`config.mk`:
```
export PLATFORM = sky130hd
export DESIGN_NAME = avr_cpu_regfile_arbiter
export DESIGN_NICKNAME = d
export VERILOG_FILES = /design/src/rtl/avr_cpu_regfile_arbiter.sv
export SDC_FILE = /design/constraint.sdc
export NUM_CORES = 1
export LEC_CHECK = 0
export ABC_CLOCK_PERIOD_IN_PS = 4100
export CELL_PAD_IN_SITES_DETAIL_PLACEMENT = 1
export CELL_PAD_IN_SITES_GLOBAL_PLACEMENT = 2
export CORE_MARGIN = 2
export CORE_UTILIZATION = 30
export CTS_CLUSTER_DIAMETER = 120
export CTS_CLUSTER_SIZE = 12
export DETAILED_ROUTE_END_ITERATION = 16
export PLACE_DENSITY_LB_ADDON = 0.12
export REMOVE_ABC_BUFFERS = 1
export SLEW_MARGIN = 20
export SYNTH_ARGS = -nofsm -noshare
export SYNTH_HDL_FRONTEND = slang
export SYNTH_SLANG_ARGS = --single-unit
```
`constraint.sdc`:
```
create_clock -name i_clk -period 4.1 [get_ports i_clk]
set_clock_uncertainty 0.2 [all_clocks]
set_input_delay 0.615 -clock i_clk [delete_from_list [all_inputs] [get_ports i_clk]]
set_output_delay 0.615 -clock i_clk [all_outputs]
set_load 0.02 [all_outputs]
```
`src/rtl/avr_cpu_regfile_arbiter.sv`:
```
// Shares the single register-bank write port between CPU writeback and the debug port.
// Word (pair) writes go out as two byte writes: the high byte to the even register, then the low byte.
module avr_cpu_regfile_arbiter #(
  parameter int STARVE_LIMIT = 4
) (
  input  logic        i_clk,
  input  logic        i_rst_n,
  input  logic        i_cpu_req,
  input  logic        i_cpu_word,
  input  logic [4:0]  i_cpu_addr,
  input  logic [15:0] i_cpu_data,
  output logic        o_cpu_ack,
  input  logic        i_dbg_req,
  input  logic [4:0]  i_dbg_addr,
  input  logic [7:0]  i_dbg_data,
  output logic        o_dbg_ack,
  output logic        o_rf_write,
  output logic [4:0]  o_rf_addr,
  output logic [7:0]  o_rf_in,
  output logic        o_busy
);

  typedef enum logic [1:0] {IDLE, WR_BYTE, WR_HI, WR_LO} state_t;

  localparam logic [3:0] LP_LIMIT = 4'(STARVE_LIMIT);

  state_t     r_state;
  logic [3:0] r_starveCnt;
  logic [4:0] r_loAddr;
  logic [7:0] r_loData;
  logic       w_dbgForce;

  assign w_dbgForce = i_dbg_req && (r_starveCnt == LP_LIMIT);

  // Outputs are loaded at the transition into each write state, so every write state
  // presents its bank write (and ack) for exactly the one cycle it occupies.
  always_ff @(posedge i_clk or negedge i_rst_n) begin
    if (!i_rst_n) begin
      r_state     <= IDLE;
      r_starveCnt <= '0;
      r_loAddr    <= '0;
      r_loData    <= '0;
      o_rf_write  <= 1'b0;
      o_rf_addr   <= '0;
      o_rf_in     <= '0;
      o_cpu_ack   <= 1'b0;
      o_dbg_ack   <= 1'b0;
      o_busy      <= 1'b0;
    end else begin
      case (r_state)
        IDLE: begin
          o_rf_write <= 1'b0;
          o_cpu_ack  <= 1'b0;
          o_dbg_ack  <= 1'b0;
          o_busy     <= 1'b0;
          if (w_dbgForce) begin
            r_starveCnt <= '0;
            o_rf_write  <= 1'b1;
            o_rf_addr   <= i_dbg_addr;
            o_rf_in     <= i_dbg_data;
            o_dbg_ack   <= 1'b1;
            o_busy      <= 1'b1;
            r_state     <= WR_BYTE;
          end else if (i_cpu_req) begin
            if (!i_dbg_req)
              r_starveCnt <= '0;
            else if (r_starveCnt != LP_LIMIT)
              r_starveCnt <= r_starveCnt + 4'd1;
            o_rf_write <= 1'b1;
            o_busy     <= 1'b1;
            if (i_cpu_word) begin
              o_rf_addr <= {i_cpu_addr[4:1], 1'b0};
              o_rf_in   <= i_cpu_data[15:8];
              r_loAddr  <= {i_cpu_addr[4:1], 1'b1};
              r_loData  <= i_cpu_data[7:0];
              r_state   <= WR_HI;
            end else begin
              o_rf_addr <= i_cpu_addr;
              o_rf_in   <= i_cpu_data[7:0];
              o_cpu_ack <= 1'b1;
              r_state   <= WR_BYTE;
            end
          end else if (i_dbg_req) begin
            r_starveCnt <= '0;
            o_rf_write  <= 1'b1;
            o_rf_addr   <= i_dbg_addr;
            o_rf_in     <= i_dbg_data;
            o_dbg_ack   <= 1'b1;
            o_busy      <= 1'b1;
            r_state     <= WR_BYTE;
          end else begin
            r_starveCnt <= '0;
          end
        end
        WR_HI: begin
          o_rf_write <= 1'b1;
          o_rf_addr  <= r_loAddr;
          o_rf_in    <= r_loData;
          o_cpu_ack  <= 1'b1;
          o_busy     <= 1'b1;
          r_state    <= WR_LO;
        end
        default: begin
          o_rf_write <= 1'b0;
          o_cpu_ack  <= 1'b0;
          o_dbg_ack  <= 1'b0;
          o_busy     <= 1'b0;
          r_state    <= IDLE;
        end
      endcase
    end
  end

endmodule

```
Word-level counts from Yosys, hierarchy flattened
Index checks and enable logic that the tools add are counted.

word-level totals
  flip-flop bits (word level) = 35
  bits of input ports = 39
  output and inout bits = 17

operators by class
  add/sub/neg operators = 1
  equal/unequal tests = 5
  multiplexer cells = 30
  bitwise operators = 1
  reductions and logical operators = 6

operators with widths
  kind                                                    count
  2-to-1 mux 8 bit                                        4
  2-to-1 mux 4 bit                                        4
  one-hot mux 8 bit (2 select lines)                      1
  2-to-1 mux 5 bit                                        3
  one-hot mux 5 bit (2 select lines)                      1
  2-to-1 mux 1 bit                                        9
  2-to-1 mux 2 bit                                        4
  one-hot mux 1 bit (2 select lines)                      3
  adder 4 x 1 -> 4 bit (second input constant)            1
  == test 4 x 3 -> 1 bit (second input constant)          1
  inequality test 4 x 2 -> 1 bit (second input constant)  1
  inequality test 4 x 3 -> 1 bit (second input constant)  1
  inequality test 4 bit (second input constant)           1
  one-hot mux 2 bit (2 select lines)                      1
  AND reduction 2 bit                                     2
  AND reduction 4 bit                                     1
  == test 2 bit (second input constant)                   1
  zero test 2 bit                                         1
  nonzero test 2 bit                                      1
  logical AND 1 bit                                       1
  inverter 1 bit                                          1

Longest topological paths before layout
Gate-level depths: netlist (run 1).

  word-level depth = 5
  gate-level depth with buffers = 7

Worst setup path before layout (run 1)
OpenSTA, ideal clock, no wires.

  path kind = reg2reg
  from = register r_starveCnt[0]
  to = register o_rf_addr[1]
  setup time = 0.122 ns
  arrival = 1.467 ns
  required time = 3.778 ns
  slack = 2.312 ns
  stages on the path, launching flop included = 7
  cell sequence = dfrtp_1 -> inv_1 -> ha_1 -> nand4b_1 -> buf_2 -> a211o_1 -> a32o_1

between the ends
  cells in the longest elaborated chain, start to end = 4
  elaborated cells between the ends (all ways) = 6
  classes of those cells = eq/ne: 2; mux: 2; reduce/logical: 2

ends and longest elaborated chain
  item                                                                                        line  source
  start: declaration                                                                          28    logic [3:0] r_starveCnt;
  start signal: assignment                                                                    68    r_starveCnt <= r_starveCnt + 4'd1;
  == test 4 x 3 -> 1 bit *                                                                    33    assign w_dbgForce = i_dbg_req && (r_starveCnt == LP_LIMIT);
  logical AND 1 bit *                                                                         33
  inequality test 4 bit (no source line) or 2-to-1 mux 5 bit (tied branches)                  n/a
  AND reduction 2 bit (no source line) or one-hot mux 5 bit (2 select lines) (tied branches)  n/a
  end signal: assignment                                                                      59    o_rf_addr <= i_dbg_addr;
  end signal: assignment                                                                      72    o_rf_addr <= {i_cpu_addr[4:1], 1'b0};
  end signal: assignment                                                                      78    o_rf_addr <= i_cpu_addr;
  end: declaration                                                                            18    output logic [4:0] o_rf_addr,

Every way passes the cells marked *; elsewhere a longest branch is shown, timed or not.
A chain may end at the register's enable or synchronous reset.

Worst setup path after layout (run 1)
  from = input i_dbg_req
  to = register r_loData[7]

between the ends
  cells in the longest elaborated chain, start to end = 3

ends and longest elaborated chain
  item                                  line  source
  start: declaration                    13    input logic i_dbg_req,
  logical AND 1 bit                     33
  inverter 1 bit (no source line)       n/a
  AND reduction 4 bit (no source line)  n/a
  end signal: assignment                75    r_loData <= i_cpu_data[7:0];
  end: declaration                      30    logic [7:0] r_loData;

Every way passes these cells.

==> impl_results.md, run 1 <==
- Tot Pwr: 1.541 mW
- CP Launch Type: input pin
- Clk_lat worst skew: 290 ps
- Final Hold Violating Endpoints: 0
- Seq/Total Area, Yosys: 45.43%
- Setup WS pre-CTS: 1324 ps
- Fin Setup TNS: 0 ps
- Post-Synthesis Cells: 175
- CTS Sinks: 35
- Initial antenna violation count: 0
- Core area: 6277 sq um
- DIE HEIGHT: 84.17 um
- Count of final max-slew check failures: 0
- DR vias/cell: 5.492
- CTS tree: done
- FMAX: 405.3 MHz
- Slew margin rel.: 43.74%
- Mean Syn Cell Area: 11.02 sq um
- Crit path max-delay cell type: mux2_1
- Crit path cell chain: clkdlybuf4s50_1 > nand4b_1 > buf_4 > nand4_2 > mux2_1
- Yosys warns: 0
- Row count: 29
- TritonCTS buffer count: 5
- Wire length of the first global-routing pass: 9.832 mm
- Non-filler cells, final: 301
- Most common cell after layout, fill and taps aside: clkdlybuf4s50_1
- Synth top area cells: dfrtp_1 45%, mux2_1 8.2%, a2111o_1 4.7%, o2111a_1 4.1%, nand4_1 3.6%
- Worst hold margin: 223.1 ps
- WP data arrival: 2430 ps
- # IOs: 56
- Post-route ant nets: 0
- Wire per inst: 19.32 um
- Via count: 1653
- Final setup vio count: 0
- CP Launch Point: i_dbg_req
- Status: finished clean
- Minimum clock period: 2467 ps
- Die area: 7085 sq um
- Largest net degree at the start of global routing: 36
- Peak supply drop: 0.2484 mV
- Grt total ovfl: 0
- R2r endpoint: r_loData[7]
- CTS Buffer Depth: 2
- NumNets Final: 265
- Post-Route WL: 5.814 mm
- Synth area leader: dfrtp_1
- Final Instance Area: 2597 sq um
- Share of the synthesized area in the top cell type: 45.43%
- Starting Density: 30.72%
- Final Util: 41.38%
- #FFs+latches synth: 35
- IO buf count: 55
- Largest delay contributor family on the critical path: buffers and inverters
- Pre-antenna DRT Iters: 4
- Pwr dens: 593.3 nW/um^2
- Synthesized area: 1928 sq um
- Die W: 84.17 um
- Reg2Reg Depth: 3
- Hold Path Class: input pin to async pin
- Fraction of registers with async set/reset: 100.0%
- DRC: 0
- Slew @ Worst Pin: 844.0 ps
- Inst Count DP: 294
- Ys flop type: dfrtp_1
- Number of global-route vias before repair: 1859
- Max-cap violations: 0
- Layout cell share with drive strength beyond 1: 7.143%
- R2R Path Start: r_state[0]
- Cts hold-fix bufs: 0
- Post-DP Area: 2510 sq um
- CP Class: input pin to register
- GRT Total Usage: 17.59%
- H-tree levels: 2
- Post-synth EDFFs: 0
- Post-cts resize count: 0
- Starting DRT DRC Count: 58
- Worst setup margin: 1633 ps
- Crit path capture type: register
- Req. time, crit path: 4060 ps
- Distinct cells, synth: 41
- # diodes: 0
- Root Buffer: clkbuf_8
- Post-CTS Repair Setup Buffers: 0
- Max incr delay on CP: 480 ps
- DP Wirelength: 3.909 mm
- Period Utilization, post-route: 60.18%
- R2R setup slack: 1670 ps
- Pleak: 1.025 nW
- RePlAce Congestion: 0.7164
- Worst path bufs/invs: 2
- Most frequent cells in the layout: 54 x clkdlybuf4s50_1, 35 x dfrtp_1, 14 x mux2_1
- RSZ-0062 raised after global routing: false
- Synthesis-to-finish area growth: 34.72%
- Crit-path max FO: 21
- Clk pin slew, worst setup/hold paths: 80 ps
- Filler Cell Count: 706
[worst max-delay path by stage]
stage	depth (start not counted)	slack [ps]	to
after floorplan	5	1820	r_loAddr[1]
after global placement	5	1380	r_loData[4]
after detailed placement	5	1320	r_loData[0]
after CTS	5	1630	r_loData[7]
after global routing	3	1530	r_loData[4]
final	5	1630	r_loData[7]
[registers in the layout, indices dropped and copies added (netlist names)]
signal and flops:
o_rf_in 8, o_rf_addr 5, r_state 2, o_dbg_ack 1
o_cpu_ack 1, o_busy 1, r_loData 8, r_starveCnt 4
r_loAddr 5
[metal layers]
metal  global-route usage [%]  vias up  share of wire [%]  routed length, um
met4                    3.959        0               0.84                 49
met5                        0        -                  0                  0
met1                    21.78      844                 44               2533
met2                    31.24       43                 51               2967
li1                         -      761                  -                  -
met3                    3.933        5                4.5                263
[where the power goes]
part | switching, mW | leakage [nW] | internal [mW]
registers | 0.121 | 0.420 | 0.494
logic | 0.334 | 0.558 | 0.335
clock network | 0.124 | 0.0470 | 0.132
[layout make-up]
cell class	count	area, sq um	area share (%)
clock inverter	1	5.005	0.1927
inverter	11	41.29	1.590
timing repair buffer	59	575.6	22.16
tap	77	96.34	3.709
multi-input combinational	112	920.9	35.45
sequential	35	875.8	33.72
clock buffer	6	82.58	3.179
[cell usage after synthesis (2+ instances only)]
cell type and n:
dfrtp_1 35, mux2_1 14, nand4_1 11, inv_1 10
a2111o_1 8, nand2_1 7, o2111a_1 7, buf_2 6
clkbuf_1 6, mux2i_1 6, o21bai_1 6, a211o_1 5
nand4b_1 5, a32o_1 4, nor2b_1 4, nor3_1 4
a21oi_1 3, nand2b_1 3, nand3_1 3, buf_1 2
buf_6 2, ha_1 2, nand3b_1 2, o21ai_0 2
o22ai_1 2
[kinds of logic (layout without fill, tap and decap cells)]
kind of cell / after synthesis / count (layout) / synth area share [%]
flops: 35 / 35 / 45.43
mux: 20 / 20 / 11.29
simple gates: 47 / 47 / 15.38
buf+inv: 28 / 77 / 6.814
fa+ha+maj: 2 / 2 / 1.298
compound gates: 43 / 43 / 19.79
Note: power is estimated with default switching activity, not from simulation.
==> inputs of run 2 (changes only) <==
--- a/config.mk
+++ b/config.mk
@@ -5,11 +5,11 @@
 export SDC_FILE = /design/constraint.sdc
 export NUM_CORES = 1
 export LEC_CHECK = 0
-export ABC_CLOCK_PERIOD_IN_PS = 4100
+export ABC_CLOCK_PERIOD_IN_PS = 2270
 export CELL_PAD_IN_SITES_DETAIL_PLACEMENT = 1
 export CELL_PAD_IN_SITES_GLOBAL_PLACEMENT = 2
 export CORE_MARGIN = 2
-export CORE_UTILIZATION = 30
+export CORE_UTILIZATION = 29
 export CTS_CLUSTER_DIAMETER = 120
 export CTS_CLUSTER_SIZE = 12
 export DETAILED_ROUTE_END_ITERATION = 16
==> constraint.sdc (replaced) <==
create_clock -name i_clk -period 2.27 [get_ports i_clk]
set_clock_uncertainty 0.2 [all_clocks]
set_input_delay 0.3405 -clock i_clk [delete_from_list [all_inputs] [get_ports i_clk]]
set_output_delay 0.3405 -clock i_clk [all_outputs]
set_load 0.02 [all_outputs]
==> impl_results.md, run 2 (synthesized netlist as in run 1, its figures left out) <==
- Status: finished clean
- Post-route ant nets: 0
- DIE HEIGHT: 85.54 um
- Post-CTS Repair Setup Buffers: 0
- Largest net degree at the start of global routing: 36
- Slew @ Worst Pin: 828.5 ps
- RSZ-0062 raised after global routing: false
- Hold Path Class: register to register
- Final Hold Violating Endpoints: 0
- # IOs: 56
- Wire length of the first global-routing pass: 10.05 mm
- DP Wirelength: 4.454 mm
- CTS Sinks: 35
- Pleak: 1.080 nW
- Period Utilization, post-route: 89.44%
- Slew margin rel.: 44.76%
- Part of the power in combinational logic: 46.9%
- Crit path capture type: register
- Regs by FF count: o_rf_in: 8 flops, r_loData: 8 flops
- Inst Count DP: 306
- CTS tree: done
- Pwr dens: 1052 nW/um^2
- H-tree levels: 2
- Most common cell after layout, fill and taps aside: clkdlybuf4s50_1
- Clk pwr share: 15.6%
- Synthesis-to-finish area growth: 39.58%
- # diodes: 0
- Pint: 1.764 mW
- GRT Total Usage: 17.47%
- Worst hold margin: 278.7 ps
- Die W: 85.54 um
- Fin Setup TNS: 0 ps
- Initial antenna violation count: 0
- Minimum clock period: 2030 ps
- Root Buffer: clkbuf_8
- Peak supply drop: 0.5153 mV
- Post-Route WL: 6.096 mm
- CTS Buffer Depth: 2
- Switching share of power: 37.67%
- Max-cap violations: 0
- Row count: 29
- Req. time, crit path: 2240 ps
- CP Launch Type: register
- Wire per inst: 19.35 um
- Crit-path max FO: 14
- Final setup vio count: 0
- Reg power frac: 37.6%
- Pre-antenna DRT Iters: 4
- Number of global-route vias before repair: 1929
- Via count: 1718
- Starting DRT DRC Count: 69
- Grt total ovfl: 0
- FMAX: 492.5 MHz
- Die area: 7317 sq um
- Count of final max-slew check failures: 0
- RePlAce Congestion: 0.7291
- TritonCTS buffer count: 5
- DR vias/cell: 5.454
- WP data arrival: 2000 ps
- Layout cell share with drive strength beyond 1: 11.34%
- Core area: 6386 sq um
- Net Sw Power: 1.066 mW
- Most frequent cells in the layout: 54 x clkdlybuf4s50_1, 35 x dfrtp_1, 16 x buf_4
- Non-filler cells, final: 315
- Starting Density: 30.19%
- DRC: 0
- CP Class: register to register
- Clk_lat worst skew: 280 ps
- IO buf count: 55
- Clk pin slew, worst setup/hold paths: 70 ps
- NumNets Final: 278
-- run 2: cell types whose count changed in the layout (fill, tap and decap cells not counted), sizes merged --
cell / delta
buf: +12
clkbuf: +1
dlygate4sd3: +1
-- run 2: worst max-delay path, stage by stage, from the launching register on --
cell and delay, ps:
dfrtp_1 430, inv_1 70, ha_1 190, nand4b_1 200
buf_4 260, a211o_1 300, a32o_1 260
-- run 2: through the flow --
| stage | setup WS (ps) | power, mW | area, sq um | utilization (%) |
|---|---|---|---|---|
| after floorplan | -13.96 | 1.748 | 1838 | - |
| after global placement | 141.3 | 2.376 | 2600 | 40.71 |
| after detailed placement | 117.3 | 2.412 | 2600 | 40.71 |
| after CTS | 231.3 | 2.871 | 2691 | 42.14 |
| after global routing | 102.8 | 3.021 | 2691 | 42.14 |
| final | 239.7 | 2.830 | 2691 | 42.14 |
-- run 2: final timing paths --
kind                            depth (start not counted)  slack (ps)              to           start
worst max-delay path                                    6         240    o_rf_addr[1]  r_starveCnt[0]
worst min-delay path                                    1         280     r_loAddr[0]     r_loAddr[0]
worst max register to register                          6         240    o_rf_addr[1]  r_starveCnt[0]
worst min register to register                          1         280     r_loAddr[0]     r_loAddr[0]
max in group asynchronous                               2         850     r_loData[4]         i_rst_n
min in group asynchronous                               2         500  r_starveCnt[0]         i_rst_n
-- run 2: area by class of cell --
type / count / area, sq um
clock inverters: 1 / 5.005
repair buffers: 72 / 675.6
clock buffers: 7 / 76.32
inverters: 11 / 41.29
well taps: 77 / 96.34
fillers: 707 / 3695
flip-flops and latches: 35 / 875.8
multi-input cells: 112 / 920.9
-- run 2: what timing repair did --
| action | in CTS | in global routing |
|---|---|---|
| setup endpoints to repair | 0 | 0 |
| gates resized for setup | 0 | 0 |
| endpoints found under the hold margin | 35 | 0 |
| hold buffers | 1 | 0 |
-- run 2: power by group through the flow --
stage	combinational [mW]	clock [mW]	sequential, mW
6_report	1.33	0.440	1.06
5_1_grt	1.43	0.485	1.10
4_1_cts	1.34	0.457	1.07
3_5_place_dp	1.33	0	1.08
3_3_place_gp	1.31	0	1.06
2_1_floorplan	0.514	0	1.23
-- run 2: routing by layer --
layer  wire length [um]  vias to the layer above  track usage [%]  part of all wire [%]
met2               3199                       35            29.90                    52
met3                190                        7            3.465                   3.1
met5                  0                        -                0                     0
met4                 44                        0            4.185                  0.72
met1               2661                      890            22.80                    44
li1                   -                      786                -                     -
==> inputs of run 3 (changes only) <==
--- a/config.mk
+++ b/config.mk
@@ -13,6 +13,7 @@
 export CTS_CLUSTER_DIAMETER = 120
 export CTS_CLUSTER_SIZE = 12
 export DETAILED_ROUTE_END_ITERATION = 16
+export GPL_ROUTABILITY_DRIVEN = 0
 export PLACE_DENSITY_LB_ADDON = 0.12
 export REMOVE_ABC_BUFFERS = 1
 export SLEW_MARGIN = 20
==> results of run 3 <==
Final layout, timing and power as in run 2 (identical DEF).
==> edit 1, RTL diff (flow settings as in run 2) <==
Register the output `o_dbg_ack` once more, with the module's reset; this adds one clock of latency there. The other outputs are not delayed to match.
--- a/src/rtl/avr_cpu_regfile_arbiter.sv
+++ b/src/rtl/avr_cpu_regfile_arbiter.sv
@@ -24,6 +24,8 @@
 
   localparam logic [3:0] LP_LIMIT = 4'(STARVE_LIMIT);
 
+  logic o_dbg_ack_s0;
+
   state_t     r_state;
   logic [3:0] r_starveCnt;
   logic [4:0] r_loAddr;
@@ -44,21 +46,21 @@
       o_rf_addr   <= '0;
       o_rf_in     <= '0;
       o_cpu_ack   <= 1'b0;
-      o_dbg_ack   <= 1'b0;
+      o_dbg_ack_s0 <= 1'b0;
       o_busy      <= 1'b0;
     end else begin
       case (r_state)
         IDLE: begin
           o_rf_write <= 1'b0;
           o_cpu_ack  <= 1'b0;
-          o_dbg_ack  <= 1'b0;
+          o_dbg_ack_s0 <= 1'b0;
           o_busy     <= 1'b0;
           if (w_dbgForce) begin
             r_starveCnt <= '0;
             o_rf_write  <= 1'b1;
             o_rf_addr   <= i_dbg_addr;
             o_rf_in     <= i_dbg_data;
-            o_dbg_ack   <= 1'b1;
+            o_dbg_ack_s0 <= 1'b1;
             o_busy      <= 1'b1;
             r_state     <= WR_BYTE;
           end else if (i_cpu_req) begin
@@ -85,7 +87,7 @@
             o_rf_write  <= 1'b1;
             o_rf_addr   <= i_dbg_addr;
             o_rf_in     <= i_dbg_data;
-            o_dbg_ack   <= 1'b1;
+            o_dbg_ack_s0 <= 1'b1;
             o_busy      <= 1'b1;
             r_state     <= WR_BYTE;
           end else begin
@@ -103,7 +105,7 @@
         default: begin
           o_rf_write <= 1'b0;
           o_cpu_ack  <= 1'b0;
-          o_dbg_ack  <= 1'b0;
+          o_dbg_ack_s0 <= 1'b0;
           o_busy     <= 1'b0;
           r_state    <= IDLE;
         end
@@ -111,5 +113,13 @@
     end
   end
 
+  always_ff @(posedge i_clk or negedge i_rst_n) begin
+    if (!i_rst_n) begin
+      o_dbg_ack <= '0;
+    end else begin
+      o_dbg_ack <= o_dbg_ack_s0;
+    end
+  end
+
 endmodule
 
Function: changed (Yosys sat finds a counterexample within 4 cycles, from zero or initial values and one cycle with i_rst_n low).
==> edit 1 against run 2 <==
Largest cell class unchanged. Sequential share of layout area rose by 0.95 points. Wire length shrank 1.5%. Via count shrank 1.5%. Sequential cell count is 1 higher. Final area about the same. Setup slack better by 0.0082 ns. Total power shrank 2.0%. Non-clock buffer count is 2 lower. Synthesized area increased by 1.6%. Fmax increased by 0.41%. Critical path depth unchanged.
==> edit 1: results (changes against run 2) <==
{| class="wikitable"
! Metric !! Value
|-
| Outcome || finished clean (unchanged)
|-
| CP Max Fanout || 9 (was 14)
|-
| Clk pin slew, worst setup/hold paths || 0.07 ns (about the same)
|-
| Number of diodes added for antenna fixing || 0 (unchanged)
|-
| Input/output buffers || 55 (unchanged)
|-
| Total placed instance area || 2590 sq um (was 2600 sq um)
|-
| Worst Hold Class || reg -> reg (unchanged)
|-
| Number of DRC markers in iteration 0 || 75 (was 69)
|-
| Number of max-slew violations in the final report || 0 (unchanged)
|-
| CTS Buf Count || 5 (unchanged)
|-
| Share of layout cells above drive strength 1 || 14.77% (was 11.34%)
|-
| Detailed placer's ending HPWL || 4472 um (was 4454 um)
|-
| Maximum resistive drop on vdd || 358.8 uV (was 515.3 uV)
|-
| Number of antenna violations at the first check in global routing || 0 (unchanged)
|-
| Vias in the first global route || 1927 (was 1929)
|-
| Sequential area share after synthesis || 45.98% (was 45.43%)
|-
| Static leakage power || 1.084 nW (was 1.080 nW)
|-
| Number of distinct library cells after synthesis || 42 (was 41)
|-
| CP max-delay cell || dfrtp_1 (unchanged)
|-
| Clock tree root driver cell || clkbuf_8 (unchanged)
|-
| Internal power || 1.759 mW (was 1.764 mW)
|-
| H-tree level count || 2 (unchanged)
|-
| Leading register cell type out of synthesis || dfrtp_1 (unchanged)
|-
| Warning count from the yosys run || 0 (unchanged)
|-
| Cell type group with the largest total delay on the critical path || compound AO/OA/AOI/OAI gates (unchanged)
|-
| Xor and xnor fraction of the mapped netlist area || 0% (unchanged)
|-
| Gr usage total || 17.28% (was 17.47%)
|-
| Synth area leaders || dfrtp_1 (46%), mux2_2 (5.7%), nand4_1 (5.1%) (was dfrtp_1 (45%), mux2_1 (8.2%), a2111o_1 (4.7%))
|-
| Setup bufs post-CTS || 0 (unchanged)
|-
| Post-detailed-route via-to-cell ratio || 5.392 (was 5.454)
|-
| Fraction of synthesized area in multiplexers || 11.30% (was 11.29%)
|-
| Detailed-router iteration count before antenna repair || 4 (unchanged)
|-
| Peak per-stage delay on the critical path || 0.42 ns
|-
| First-pass GRT wire length || 9887 um (was 10050 um)
|-
| Routability cong. || 0.7748 (was 0.7291)
|-
| Share of flip-flops with an asynchronous set or reset after synthesis || 100.0% (unchanged)
|-
| Final-stage net count || 277 (was 278)
|-
| Share of the synthesized area in compound gates (AO/OA/AOI/OAI) || 15.64% (was 19.79%)
|-
| Most frequent cells after synthesis || dfrtp_1 (36), nand4_1 (16), mux2_2 (10), nand2_1 (10), buf_2 (9) (was dfrtp_1 (35), mux2_1 (14), nand4_1 (11))
|-
| CTS Buffer Depth || 2 (unchanged)
|-
| Maximum number of pins on one net before global-route repair || 37 (was 36)
|-
| Clk_lat worst skew || 0.29 ns
|-
| Largest registers || o_rf_in x8, r_loData x8 (unchanged)
|-
| Detailed-route wire length || 6003 um (was 6096 um)
|-
| Adder-cell share of the synthesized area || 1.277% (was 1.298%)
|-
| Normalized max-slew margin || 43.86% (was 44.76%)
|-
| Max-capacitance violation count || 0 (unchanged)
|}
-- edit 1: power by group through the flow --
| stage | Combinational [mW] | Sequential [mW] | Clock, mW |
|---|---|---|---|
| 6_report | 1.20 | 1.09 | 0.479 |
| 4_1_cts | 1.22 | 1.10 | 0.496 |
| 3_5_place_dp | 1.22 | 1.11 | 0 |
| 3_3_place_gp | 1.19 | 1.09 | 0 |
| 5_1_grt | 1.30 | 1.13 | 0.532 |
| 2_1_floorplan | 0.473 | 1.23 | 0 |
-- edit 1: repair_timing --
| action | in CTS | in global routing |
|---|---|---|
| hold buffers | 1 | 0 |
| gates resized for setup | 0 | 0 |
| endpoints found under the hold margin | 29 | 0 |
-- edit 1: layout make-up --
cell class / instances / area [sq um]
well taps: 77 / 96.34
inverters: 5 / 18.77
clock buffers: 8 / 90.09
repair buffers: 70 / 660.6
flip-flops and latches: 36 / 900.9
multi-input cells: 118 / 923.4
fillers: 727 / 3769
-- edit 1: path summary, 6_finish.rpt --
kind,start,to,slack (ns),depth (start not counted)
worst max register to register,r_starveCnt[0],o_rf_addr[4],0.25,6
worst min register to register,o_dbg_ack_s0,o_dbg_ack,0.21,0
worst min-delay path,o_dbg_ack_s0,o_dbg_ack,0.21,0
max in group asynchronous,i_rst_n,o_rf_addr[4],0.83,2
min in group asynchronous,i_rst_n,r_starveCnt[0],0.50,2
worst max-delay path,r_starveCnt[0],o_rf_addr[4],0.25,6
-- edit 1: metrics by stage --
step | worst slack [ns] | power (mW) | hold slack [ns] | instances | setup TNS [ns]
floorplan | -0.1292 | 1.702 | -0.1551 | 159 | -1.362
global placement | 0.1499 | 2.278 | 0.1889 | 305 | 0
detailed placement | 0.08097 | 2.326 | 0.1993 | 305 | 0
CTS | 0.2280 | 2.812 | 0.2168 | 314 | 0
global route | 0.1432 | 2.964 | 0.2270 | 314 | 0
finish | 0.2479 | 2.772 | 0.2090 | 314 | 0
-- edit 1: logic make-up (layout without fill, tap and decap cells) --
family,Yosys count,after routing
buffers and inverters,23,83
and+or+nand+nor,58,58
adders and majority gates,2,2
DFF,36,36
muxes,20,20
AOI/OAI and AO/OA,38,38
-- edit 1: routing by layer --
metal  wire [um]  global-route usage (%)
met1        2630                   22.02
met2        3023                   30.44
met3         294                   3.524
met4          54                   3.551
met5           0                       0
==> edit 2, RTL diff (config.mk and constraints of run 2) <==
Made on the original files. Encoding of `state_t`: now one-hot (4 bits for 4 states).
--- a/src/rtl/avr_cpu_regfile_arbiter.sv
+++ b/src/rtl/avr_cpu_regfile_arbiter.sv
@@ -20,7 +20,7 @@
   output logic        o_busy
 );
 
-  typedef enum logic [1:0] {IDLE, WR_BYTE, WR_HI, WR_LO} state_t;
+  typedef enum logic [3:0] {IDLE = 4'b0001, WR_BYTE = 4'b0010, WR_HI = 4'b0100, WR_LO = 4'b1000} state_t;
 
   localparam logic [3:0] LP_LIMIT = 4'(STARVE_LIMIT);
 
Function: same outputs for any inputs over 10 cycles, from zero or initial values and one cycle with i_rst_n low; not proved beyond that.
==> edit 2 against run 2 <==
Global-route usage fell by 1.3 points. Final area fell by 6.0%. Via count fell by 15%. Highest routed layer unchanged. Synthesized area fell by 9.3%. Wire length fell by 21%. Setup slack improved by 0.0085 ns. Sequential cell count rose by 2. Total power rose by 5.3%.
==> edit 2: results (changes against run 2) <==
{| class="wikitable"
! Metric !! Value
|-
| Outcome || finished clean (unchanged)
|-
| Capturing instance or port of the critical path || o_rf_in[5] (was o_rf_addr[1])
|-
| Critical R2R Launch || r_state[0] (was r_starveCnt[0])
|-
| Sink of the worst hold path || r_loAddr[1] (was r_loAddr[0])
|-
| Final Cycle Share || 89.07% (was 89.44%)
|-
| Maximum number of pins on one net before global-route repair || 38 (was 36)
|-
| Final-stage net count || 259 (was 278)
|-
| Clk pin slew, worst setup/hold paths || 0.07 ns (about the same)
|-
| Synth area leaders || dfrtp_1 (52%), mux2_1 (5.2%), nand2_1 (3.7%) (was dfrtp_1 (45%), mux2_1 (8.2%), a2111o_1 (4.7%))
|-
| Most frequent cells after synthesis || dfrtp_1 (36), nand2_1 (17), inv_1 (9), nand2b_1 (9) (was dfrtp_1 (35), mux2_1 (14), nand4_1 (11))
|-
| Hold path start || r_loAddr[1] (was r_loAddr[0])
|-
| Number of distinct library cells after synthesis || 34 (was 41)
|-
| Post-detailed-route via-to-cell ratio || 4.959 (was 5.454)
|-
| Clk_lat worst skew || 0.29 ns
|-
| CTS Buf Count || 5 (unchanged)
|-
| Static leakage power || 1.045 nW (was 1.080 nW)
|-
| Detailed-router iteration count before antenna repair || 4 (unchanged)
|-
| Gr usage total || 16.14% (was 17.47%)
|-
| Multi-input gate area || 718.2 sq um (was 920.9 sq um)
|-
| Arrival time at the worst endpoint || 2.03 ns (was 2.00 ns)
|-
| Placed Instances || 285 (was 306)
|-
| Number of DRC markers in iteration 0 || 63 (was 69)
|-
| Share of layout cells above drive strength 1 || 13.24% (was 11.34%)
|-
| First-pass GRT wire length || 8066 um (was 10050 um)
|-
| Internal power || 1.939 mW (was 1.764 mW)
|-
| Number of inserted filler cells in the final layout || 657 (was 707)
|-
| CTS Buffer Depth || 2 (unchanged)
|-
| Vias in the first global route || 1616 (was 1929)
|-
| Normalized max-slew margin || 42.84% (was 44.76%)
|-
| Maximum resistive drop on vdd || 490.8 uV (was 515.3 uV)
|-
| CP max-delay cell || dfstp_2 (was dfrtp_1)
|-
| CP Max Fanout || 14 (unchanged)
|-
| Total placed instance area || 2399 sq um (was 2600 sq um)
|-
| Warning count from the yosys run || 0 (unchanged)
|-
| Routability cong. || 0.7411 (was 0.7291)
|-
| Post-detailed-route wirelength per cell || 16.46 um (was 19.35 um)
|-
| WHS || 0.2979 ns (was 0.2787 ns)
|-
| Detailed-route wire length || 4840 um (was 6096 um)
|-
| Post-Syn Instances || 155 (was 175)
|-
| Peak per-stage delay on the critical path || 0.54 ns (was 0.43 ns)
|-
| Detailed placer's ending HPWL || 3557 um (was 4454 um)
|-
| Sequential area share after synthesis || 53.04% (was 45.43%)
|-
| Post-placement worst setup slack || 0.1135 ns (was 0.1173 ns)
|}
[edit 2: cell types whose count changed after synthesis, sizes merged, moves of 4 or more]
| cell | change |
|---|---|
| a2111o | -8 |
| a211o | -5 |
| a31oi | +7 |
| buf | -4 |
| nand2 | +10 |
| nand2b | +6 |
| nand4 | -9 |
| nand4b | -4 |
| nor3 | -5 |
| o2111a | -7 |
| o211ai | +8 |
| o21bai | -6 |
| o221ai | +5 |
| o22ai | +6 |
[edit 2: timing repair]
action	CTS	global route
gates resized for setup	0	1
setup buffers	0	0
hold endpoints to repair	36	0
endpoints found under the setup margin	0	1
hold buffers	1	0
[edit 2: kinds of logic after synthesis]
logic type / Yosys count / synth area share (%)
compound gates: 37 / 14.82
fa+ha+maj: 2 / 1.431
buf+inv: 21 / 6.083
flops: 37 / 53.04
mux: 17 / 10.59
simple gates: 41 / 14.03
[edit 2: per-layer routing]
layer	routed length, um	track usage, %	up-vias
li1	-	-	692
met1	2111	20.46	718
met5	0	0	-
met4	57	5.500	0
met3	215	2.637	5
met2	2456	27.95	43
[edit 2: power by group through the flow]
stage	combinational, mW	sequential (mW)	clock [mW]
2_1_floorplan	0.510	1.26	0
3_3_place_gp	1.25	1.11	0
3_5_place_dp	1.28	1.13	0
4_1_cts	1.29	1.12	0.620
5_1_grt	1.39	1.15	0.645
6_report	1.27	1.11	0.599
[edit 2: final cells by class]
type / count / share of cell area (%)
flip-flops and latches: 37 / 36.66
multi-input cells: 97 / 28.40
repair buffers: 66 / 24.94
well taps: 75 / 3.711
clock buffers: 7 / 3.414
inverters: 11 / 1.682
clock inverters: 1 / 1.188
[edit 2: critical path, delay by kind of cell, from the launching register on]
family	cells	cell delay, ns
AOI/OAI and AO/OA	2	0.29
DFF	1	0.54
buffers and inverters	1	0.19
and+or+nand+nor	3	0.72
